**src/rtl/multicycle_controller_pkg.sv**
```systemverilog
// Shared definitions for the multicycle MIPS controller and its ALU.
// Holds the opcode and funct constants, the FSM state encodings, the ALUOp
// and ALUControl codes, and the mux select codes, so that every block uses
// the same values.
package multicycle_controller_pkg;

  typedef enum logic [3:0] {
    S_FETCH   = 4'd0,
    S_DECODE  = 4'd1,
    S_MEMADR  = 4'd2,
    S_MEMRD   = 4'd3,
    S_MEMWB   = 4'd4,
    S_MEMWR   = 4'd5,
    S_EXECUTE = 4'd6,
    S_ALUWB   = 4'd7,
    S_BRANCH  = 4'd8,
    S_ADDIEX  = 4'd9,
    S_ADDIWB  = 4'd10,
    S_JUMP    = 4'd11
  } state_t;

  localparam logic [5:0] OP_RTYPE = 6'b000000;
  localparam logic [5:0] OP_LW    = 6'b100011;
  localparam logic [5:0] OP_SW    = 6'b101011;
  localparam logic [5:0] OP_BEQ   = 6'b000100;
  localparam logic [5:0] OP_ADDI  = 6'b001000;
  localparam logic [5:0] OP_J     = 6'b000010;

  localparam logic [5:0] FUNCT_ADD = 6'b100000;
  localparam logic [5:0] FUNCT_SUB = 6'b100010;
  localparam logic [5:0] FUNCT_AND = 6'b100100;
  localparam logic [5:0] FUNCT_OR  = 6'b100101;
  localparam logic [5:0] FUNCT_SLT = 6'b101010;

  localparam logic [1:0] ALUOP_ADD   = 2'b00;
  localparam logic [1:0] ALUOP_SUB   = 2'b01;
  localparam logic [1:0] ALUOP_FUNCT = 2'b10;

  localparam logic [2:0] ALUCTL_ADD = 3'b010;
  localparam logic [2:0] ALUCTL_SUB = 3'b110;
  localparam logic [2:0] ALUCTL_AND = 3'b000;
  localparam logic [2:0] ALUCTL_OR  = 3'b001;
  localparam logic [2:0] ALUCTL_SLT = 3'b111;

  localparam logic [1:0] SRCB_REG   = 2'b00;
  localparam logic [1:0] SRCB_FOUR  = 2'b01;
  localparam logic [1:0] SRCB_IMM   = 2'b10;
  localparam logic [1:0] SRCB_IMMSH = 2'b11;

  localparam logic [1:0] PCSRC_ALURES = 2'b00;
  localparam logic [1:0] PCSRC_ALUOUT = 2'b01;
  localparam logic [1:0] PCSRC_JUMP   = 2'b10;

endpackage

```
**src/rtl/multicycle_controller_alu_decoder.sv**
```systemverilog
// ALU decoder: turns the FSM's ALUOp and the instruction funct field into the
// 3-bit ALU function code.
// Ports:
//   ALUOp      in  2  00 add, 01 sub, 10 decode from Funct
//   Funct      in  6  instruction funct field
//   ALUControl out 3  ALU F input
module alu_decoder
  import multicycle_controller_pkg::*;
(
  input  logic [1:0] ALUOp,
  input  logic [5:0] Funct,
  output logic [2:0] ALUControl
);

  always_comb begin
    ALUControl = ALUCTL_ADD;
    case (ALUOp)
      ALUOP_ADD: ALUControl = ALUCTL_ADD;
      ALUOP_SUB: ALUControl = ALUCTL_SUB;
      ALUOP_FUNCT: begin
        case (Funct)
          FUNCT_ADD: ALUControl = ALUCTL_ADD;
          FUNCT_SUB: ALUControl = ALUCTL_SUB;
          FUNCT_AND: ALUControl = ALUCTL_AND;
          FUNCT_OR:  ALUControl = ALUCTL_OR;
          FUNCT_SLT: ALUControl = ALUCTL_SLT;
          default:   ALUControl = ALUCTL_ADD;
        endcase
      end
      default: ALUControl = ALUCTL_ADD;
    endcase
  end

endmodule

```
**src/rtl/multicycle_controller.sv**
```systemverilog
// Multicycle MIPS controller: a Moore FSM that sequences each instruction
// through fetch, decode, execute, memory and writeback, plus the ALU decoder
// and the PC enable logic.
// Ports:
//   clk, reset         in   clock, synchronous active-high reset
//   Op, Funct          in   6 each, opcode and funct field of the instruction register
//   Zero               in   ALU zero flag, for beq
//   IorD .. ALUSrcA    out  1 each, datapath mux selects and write enables
//   ALUSrcB, PCSrc     out  2 each, ALU B operand and next-PC selects
//   ALUControl         out  3, ALU function
//   PCEn               out  PC load enable
//   State              out  4, current state, for debug only
//
// state    | meaning
// ---------+---------------------------------------------
// FETCH    | read instruction, PC <= PC+4
// DECODE   | read registers, compute branch target
// MEMADR   | compute lw/sw address
// MEMRD    | read data memory
// MEMWB    | write loaded word to rt
// MEMWR    | write rt to data memory
// EXECUTE  | R-type ALU operation
// ALUWB    | write ALU result to rd
// BRANCH   | compare for beq, load PC on Zero
// ADDIEX   | add immediate
// ADDIWB   | write addi result to rt
// JUMP     | load jump target into PC
module multicycle_controller
  import multicycle_controller_pkg::*;
(
  input  logic       clk,
  input  logic       reset,
  input  logic [5:0] Op,
  input  logic [5:0] Funct,
  input  logic       Zero,
  output logic       IorD,
  output logic       IRWrite,
  output logic       MemWrite,
  output logic       RegWrite,
  output logic       RegDst,
  output logic       MemtoReg,
  output logic       ALUSrcA,
  output logic [1:0] ALUSrcB,
  output logic [1:0] PCSrc,
  output logic [2:0] ALUControl,
  output logic       PCEn,
  output logic [3:0] State
);

  state_t     state_q;
  state_t     state_d;
  state_t     dec_state;
  logic       irwrite_s;
  logic       memwrite_s;
  logic       regwrite_s;
  logic       pcwrite;
  logic       branch;
  logic [1:0] aluop;

  always_ff @(posedge clk) begin
    if (reset) state_q <= S_FETCH;
    else       state_q <= state_d;
  end

  always_comb begin
    state_d = S_FETCH;
    case (state_q)
      S_FETCH:  state_d = S_DECODE;
      S_DECODE: begin
        case (Op)
          OP_LW, OP_SW: state_d = S_MEMADR;
          OP_RTYPE:     state_d = S_EXECUTE;
          OP_BEQ:       state_d = S_BRANCH;
          OP_ADDI:      state_d = S_ADDIEX;
          OP_J:         state_d = S_JUMP;
          default:      state_d = S_FETCH;
        endcase
      end
      S_MEMADR:  state_d = (Op == OP_SW) ? S_MEMWR : S_MEMRD;
      S_MEMRD:   state_d = S_MEMWB;
      S_EXECUTE: state_d = S_ALUWB;
      S_ADDIEX:  state_d = S_ADDIWB;
      default:   state_d = S_FETCH;
    endcase
  end

  // While reset is held the outputs show FETCH values, whatever the register
  // holds, so the datapath sees a benign cycle before the first real fetch.
  assign dec_state = reset ? S_FETCH : state_q;

  always_comb begin
    IorD       = 1'b0;
    irwrite_s  = 1'b0;
    memwrite_s = 1'b0;
    regwrite_s = 1'b0;
    RegDst     = 1'b0;
    MemtoReg   = 1'b0;
    ALUSrcA    = 1'b0;
    ALUSrcB    = SRCB_REG;
    PCSrc      = PCSRC_ALURES;
    aluop      = ALUOP_ADD;
    pcwrite    = 1'b0;
    branch     = 1'b0;
    case (dec_state)
      S_FETCH: begin
        ALUSrcB   = SRCB_FOUR;
        irwrite_s = 1'b1;
        pcwrite   = 1'b1;
      end
      S_DECODE: ALUSrcB = SRCB_IMMSH;
      S_MEMADR: begin
        ALUSrcA = 1'b1;
        ALUSrcB = SRCB_IMM;
      end
      S_MEMRD: IorD = 1'b1;
      S_MEMWB: begin
        MemtoReg   = 1'b1;
        regwrite_s = 1'b1;
      end
      S_MEMWR: begin
        IorD       = 1'b1;
        memwrite_s = 1'b1;
      end
      S_EXECUTE: begin
        ALUSrcA = 1'b1;
        aluop   = ALUOP_FUNCT;
      end
      S_ALUWB: begin
        RegDst     = 1'b1;
        regwrite_s = 1'b1;
      end
      S_BRANCH: begin
        ALUSrcA = 1'b1;
        aluop   = ALUOP_SUB;
        PCSrc   = PCSRC_ALUOUT;
        branch  = 1'b1;
      end
      S_ADDIEX: begin
        ALUSrcA = 1'b1;
        ALUSrcB = SRCB_IMM;
      end
      S_ADDIWB: regwrite_s = 1'b1;
      S_JUMP: begin
        PCSrc   = PCSRC_JUMP;
        pcwrite = 1'b1;
      end
      default: ;
    endcase
  end

  alu_decoder u_alu_decoder (
    .ALUOp      (aluop),
    .Funct      (Funct),
    .ALUControl (ALUControl)
  );

  assign IRWrite  = irwrite_s & ~reset;
  assign MemWrite = memwrite_s & ~reset;
  assign RegWrite = regwrite_s & ~reset;
  assign PCEn     = (pcwrite | (branch & Zero)) & ~reset;
  assign State    = state_q;

endmodule

```
**config.mk**
```make
export PLATFORM = sky130hd
export DESIGN_NAME = multicycle_controller
export DESIGN_NICKNAME = d
export VERILOG_FILES = /design/src/rtl/multicycle_controller_pkg.sv /design/src/rtl/multicycle_controller_alu_decoder.sv /design/src/rtl/multicycle_controller.sv
export SDC_FILE = /design/constraint.sdc
export NUM_CORES = 1
export LEC_CHECK = 0
export ABC_AREA = 0
export CAP_MARGIN = 5
export CORE_AREA = 5 5 45 47
export DETAILED_ROUTE_END_ITERATION = 8
export DIE_AREA = 0 0 50 52
export GPL_TIMING_DRIVEN = 1
export PLACE_DENSITY = 0.85
export RECOVER_POWER = 25
export SYNTH_ARGS = -nofsm -noshare
export SYNTH_HDL_FRONTEND = slang
export SYNTH_SLANG_ARGS = --single-unit
export TNS_END_PERCENT = 50
```
**constraint.sdc**
```tcl
create_clock -name clk -period 3.2 [get_ports clk]
set_input_delay 0.64 -clock clk [delete_from_list [all_inputs] [get_ports clk]]
set_output_delay 0.64 -clock clk [all_outputs]
set_load 0.02 [all_outputs]
```
Yosys cells after proc, flatten, opt, wreduce, memory -nomap -nowiden
Cells that the tools add are included.
{ "totals": {"register_bits": 4, "input_bits": 15, "elab_cells": 62} }
{ "op_classes": {"n_eq_ne": 27, "muxes": 18, "n_bitwise": 7, "n_reduce_logical": 9} }
{ "op_table": {"columns": ["operator", "count"], "rows": [
  ["equality test 6 bit, second input constant", 6],
  ["one-hot mux 4 bit (6 select lines)", 1],
  ["equality test 4 x 3 -> 1 bit, second input constant", 5],
  ["equality test 4 bit, second input constant", 5],
  ["one-hot mux 4 bit (5 select lines)", 1],
  ["equality test 4 x 2 -> 1 bit, second input constant", 4],
  ["one-hot mux 3 bit (4 select lines)", 1],
  ["2-to-1 mux 1 bit", 9],
  ["equality test 4 x 1 -> 1 bit, second input constant", 2],
  ["zero test 4 bit", 2],
  ["one-hot mux 2 bit (2 select lines)", 2],
  ["OR reduction 2 bit", 4],
  ["equality test 6 x 2 -> 1 bit, second input constant", 1],
  ["equality test 6 x 3 -> 1 bit, second input constant", 1],
  ["equality test 6 x 4 -> 1 bit, second input constant", 1],
  ["zero test 6 bit", 1],
  ["one-hot mux 2 bit (3 select lines)", 1],
  ["one-hot mux 3 bit (2 select lines)", 1],
  ["bitwise AND 1 bit", 5],
  ["2-to-1 mux 4 bit", 1],
  ["OR reduction 4 bit", 1],
  ["2-to-1 mux 3 bit", 1],
  ["OR reduction 3 bit", 1],
  ["equality test 2 x 1 -> 1 bit, second input constant", 1],
  ["other kinds (3)", 3]
]} }

Logic depth before layout (Yosys ltp)
{ "depth": {"word_depth": 6, "ltp_mapped": 7} }

Hierarchy
From an unflattened synthesis, not the netlist that was laid out.
{ "unflattened": {"cells_unflattened": 90, "hier_area_um2": 603.1} }
{ "modules_own_cells": {"columns": ["mod", "n_inst", "cells_each", "area_each_um2", "seq_area_each_um2"], "rows": [
  ["multicycle_controller", 1, 75, 484.2, 80.1],
  ["alu_decoder", 1, 15, 118.9, 0.0]
]} }

Least setup slack after synthesis
Ideal clock, no wire load.
{ "synth_path": {"kind": "in2out", "from": "input port reset", "to": "output port ALUControl[1]", "arrival_ns": 2.014, "slack_ns": 0.546, "path_stages": 5, "path_buffers": 0, "cell_sequence": "or3b_1 > nor3_2 > inv_1 > ha_1 > a211o_1"} }
{ "synth_between": {"elab_chain_cells": 5} }
{ "synth_rtl": {"columns": ["item", "line_no", "rtl"], "rows": [
  ["start, declared", "multicycle_controller.sv:32", "input logic reset,"],
  ["2-to-1 mux 4 bit *", "multicycle_controller.sv:89", "assign dec_state = reset ? S_FETCH : state_q;"],
  ["equality test 4 bit / equality test 4 x 3 -> 1 bit (equally long branches)", "multicycle_controller.sv:104", "case (dec_state)"],
  ["one-hot mux 2 bit (2 select lines) *", "multicycle_controller.sv:104", null],
  ["equality test 2 bit / equality test 2 x 1 -> 1 bit (equally long branches)", "multicycle_controller_alu_decoder.sv:17", "case (ALUOp)"],
  ["one-hot mux 3 bit (2 select lines) *", "multicycle_controller_alu_decoder.sv:17", null],
  ["end, declared", "multicycle_controller.sv:45", "output logic [2:0] ALUControl,"]
]} }
Mark *: on every way between the ends. The rest lies on a longest branch, timed or not.

Final worst setup path
Ends and elaborated chain as after synthesis.

==> impl_results.md <==
- Synthesized Nets: 99
- Pwr dens: 194.1 mW/mm2
- Starting Density: 35.58%
- DRT Pass-1 Iters: 4
- Maximum VDD drop: 0.1724 mV
- Vias in the first global route: 746
- Ports: 34
- Clock period minus worst slack: 3.200 ns
- Final Hold Vio Count: 0
- Share of cells above drive strength 1: 14.17%
- Clock buffer count from CTS: 3
- DRT iter0 DRCs: 15
- Critical Path End Type: output port
- Die W: 50 um
- DP Wirelength: 1487 um
- Die area: 0.002600 mm2
- Mean Syn Cell Area: 7.004 um2
- Setup CP Type: in -> out
- Post-Route WL: 1882 um
- Root buf cell: clkbuf_4
- DRC viols: 0
- Clock sink total: 4
- RSZ-0062 raised after global routing: yes
- Fmax: 312.5 MHz
- H-tree depth: 1
- Worst-path fanout max: 2
- Slack of the critical path: 0.0002793 ns
- HP Start: State[2]
- CP required: 2.56 ns
- DIE HEIGHT: 52 um
- R2R Path Start: State[0]
- Setup crit start kind: primary input
- Critical Path Start: reset
- Total GRT Usage: 14.63%
- Gr ovfl total: 0
- Area of the multi-input gates: 450.4 um2
- Post-Synthesis Cells: 82
- Via count: 767
- Post-CTS Hold Buffers: 0
- CP Data Arrival Time: 2.56 ns
- Clock buffer depth: 2
- Worst slack at placement: -0.3834 ns
- Final Skew: 0.001157 ns
- Worst hold margin: 0.6785 ns
- Status: finished clean
- Count of state elements after synthesis: 4
- Row cnt: 15
- Sequential fraction of the synthesis area: 13.94%
- Worst path cell trace: clkdlybuf4s50_1 > or3_4 > or3b_1 > ha_1 > a211o_1 > clkbuf_2
- Rel. slew slack: 77.90%
- Final GP Congestion: 0.8825
- CORE AREA: 0.001614 mm2
- Post-route ant nets: 0
- Period Utilization, post-route: 99.99%
- Slew Limit Fails: 0
- Clock insertion delay at the later pin of the skew report: 0.24 ns
- CTS tree: done
- Initial antenna violation count: 0
- Port bufs: 33
- Synth unique cells: 35
- Wirelength per Cell: 13.74 um
- Max reg flops: 4
- Clk slew on worst S/H paths: 0.04 ns
- Crit-path slowest cell: clkdlybuf4s50_1
- Largest net degree at the start of global routing: 22
- Area Growth Syn to Fin: 67.97%
- Resized cells post-CTS: 6
- Final setup violation count: 0
- Slew @ Worst Pin: 0.3269 ns
- Max cap viols: 0
- Register area: 80.08 um2
- Hold Path Class: reg -> reg
- Synthesized area: 574.3 um2
- Ys Warns: 0
- Ant. Diodes: 0
- # Post-CTS Setup Buffers: 0
- CP peak stage delay: 0.44 ns
- Filler cells: 158
- Fin nets: 139
- Leakage power: 0.3515 nW
- Detailed-route vias per instance: 5.599
- Global-route wire length before repair: 3001 um
synthesized netlist by cell type, drive strengths merged:
master,n,area [um2]
or4b,1,10.01
a22oi,1,7.510
nand4b,1,8.760
nor4b,1,8.760
dfxtp,4,80.08
a311oi,1,8.760
nor4,2,12.51
nor2,10,37.54
o21ai,3,15.01
nor3b,3,22.52
inv,3,11.26
a41oi,1,8.760
a211o,1,8.760
a21oi,6,30.03
nand3,1,5.000
nand2b,1,6.260
o211ai,2,15.01
nor2b,1,6.260
nand2,5,18.77
buf,5,37.53
a31oi,1,6.260
a21boi,1,7.510
or3b,4,35.03
nand3b,2,15.01
and3,2,12.51
ha,2,25.02
clkbuf,1,3.750
or2,2,12.51
xor2,3,26.28
nor3,7,40.04
or3,3,23.77
a21o,1,7.510
per-layer routing:
layer | vias up | GRT usage [%] | routed length (um)
met5 | - | 0 | 0
met1 | 344 | 12.33 | 682
li1 | 381 | - | -
met3 | 3 | 6.590 | 205
met4 | 0 | 5.677 | 14
met2 | 39 | 28.87 | 980
area by class of cell:
cell class | count | area share (%)
clock buffers | 3 | 2.335
inverters | 3 | 1.167
multi-input cells | 69 | 46.69
flip-flops and latches | 4 | 8.301
well taps | 17 | 2.205
repair buffers | 41 | 39.30
layout by cell type (no fill, tap or decap), types with 2 or more instances in the layout:
master,count
a21oi_1,6
and3_1,2
buf_4,7
clkbuf_4,3
clkdlybuf4s50_1,27
dfxtp_1,4
dlygate4sd3_1,2
ha_1,2
inv_1,3
nand2_1,5
nand3b_1,2
nor2_1,10
nor3_1,6
nor3b_1,3
nor4_1,2
o211ai_1,2
o21ai_0,3
or2_2,2
or3_1,2
or3b_1,3
xor2_1,3
where the power goes:
group          internal (mW)  switching, mW  total (mW)
Combinational         0.0349         0.0312      0.0661
Clock                 0.0422         0.0248      0.0670
Sequential            0.0516        0.00251      0.0541
stage by stage:
step	instances	total power [mW]	TNS [ns]	area (um2)	utilization, %
after floorplan	82	0.08412	0	574.3	-
after global placement	134	0.1194	-0.7573	944.7	58.53
after detailed placement	134	0.1211	-0.8947	944.7	58.53
after CTS	137	0.1868	-0.1672	968.4	60.00
after global routing	137	0.1973	-0.05422	964.7	59.77
final	137	0.1872	0	964.7	59.77
worst max-delay path, delay by kind of cell:
family,cells,cell delay (ns)
buffers and inverters,2,0.60
and+or+nand+nor,2,0.73
AOI/OAI and AO/OA,1,0.28
adders and majority gates,1,0.31
logic make-up (layout without fill, tap and decap cells):
logic type               after synthesis  in the layout  share of synthesized area [%]
AO/OA/AOI/OAI                         18             18                          20.05
adder cells (fa/ha/maj)                2              2                          4.357
AND/OR/NAND/NOR                       46             46                          47.93
XOR/XNOR                               3              3                          4.576
flip-flops                             4              4                          13.94
buffers and inverters                  9             47                          9.149
path summary, 6_finish.rpt:
path              endpoint  slack, ns  cells after the start
max          ALUControl[1]     0.0003                      6
min               State[0]       0.68                      3
max reg2reg       State[1]       1.73                      4
min reg2reg       State[0]       0.68                      3
No activity file was read; power rests on OpenSTA's default activity.
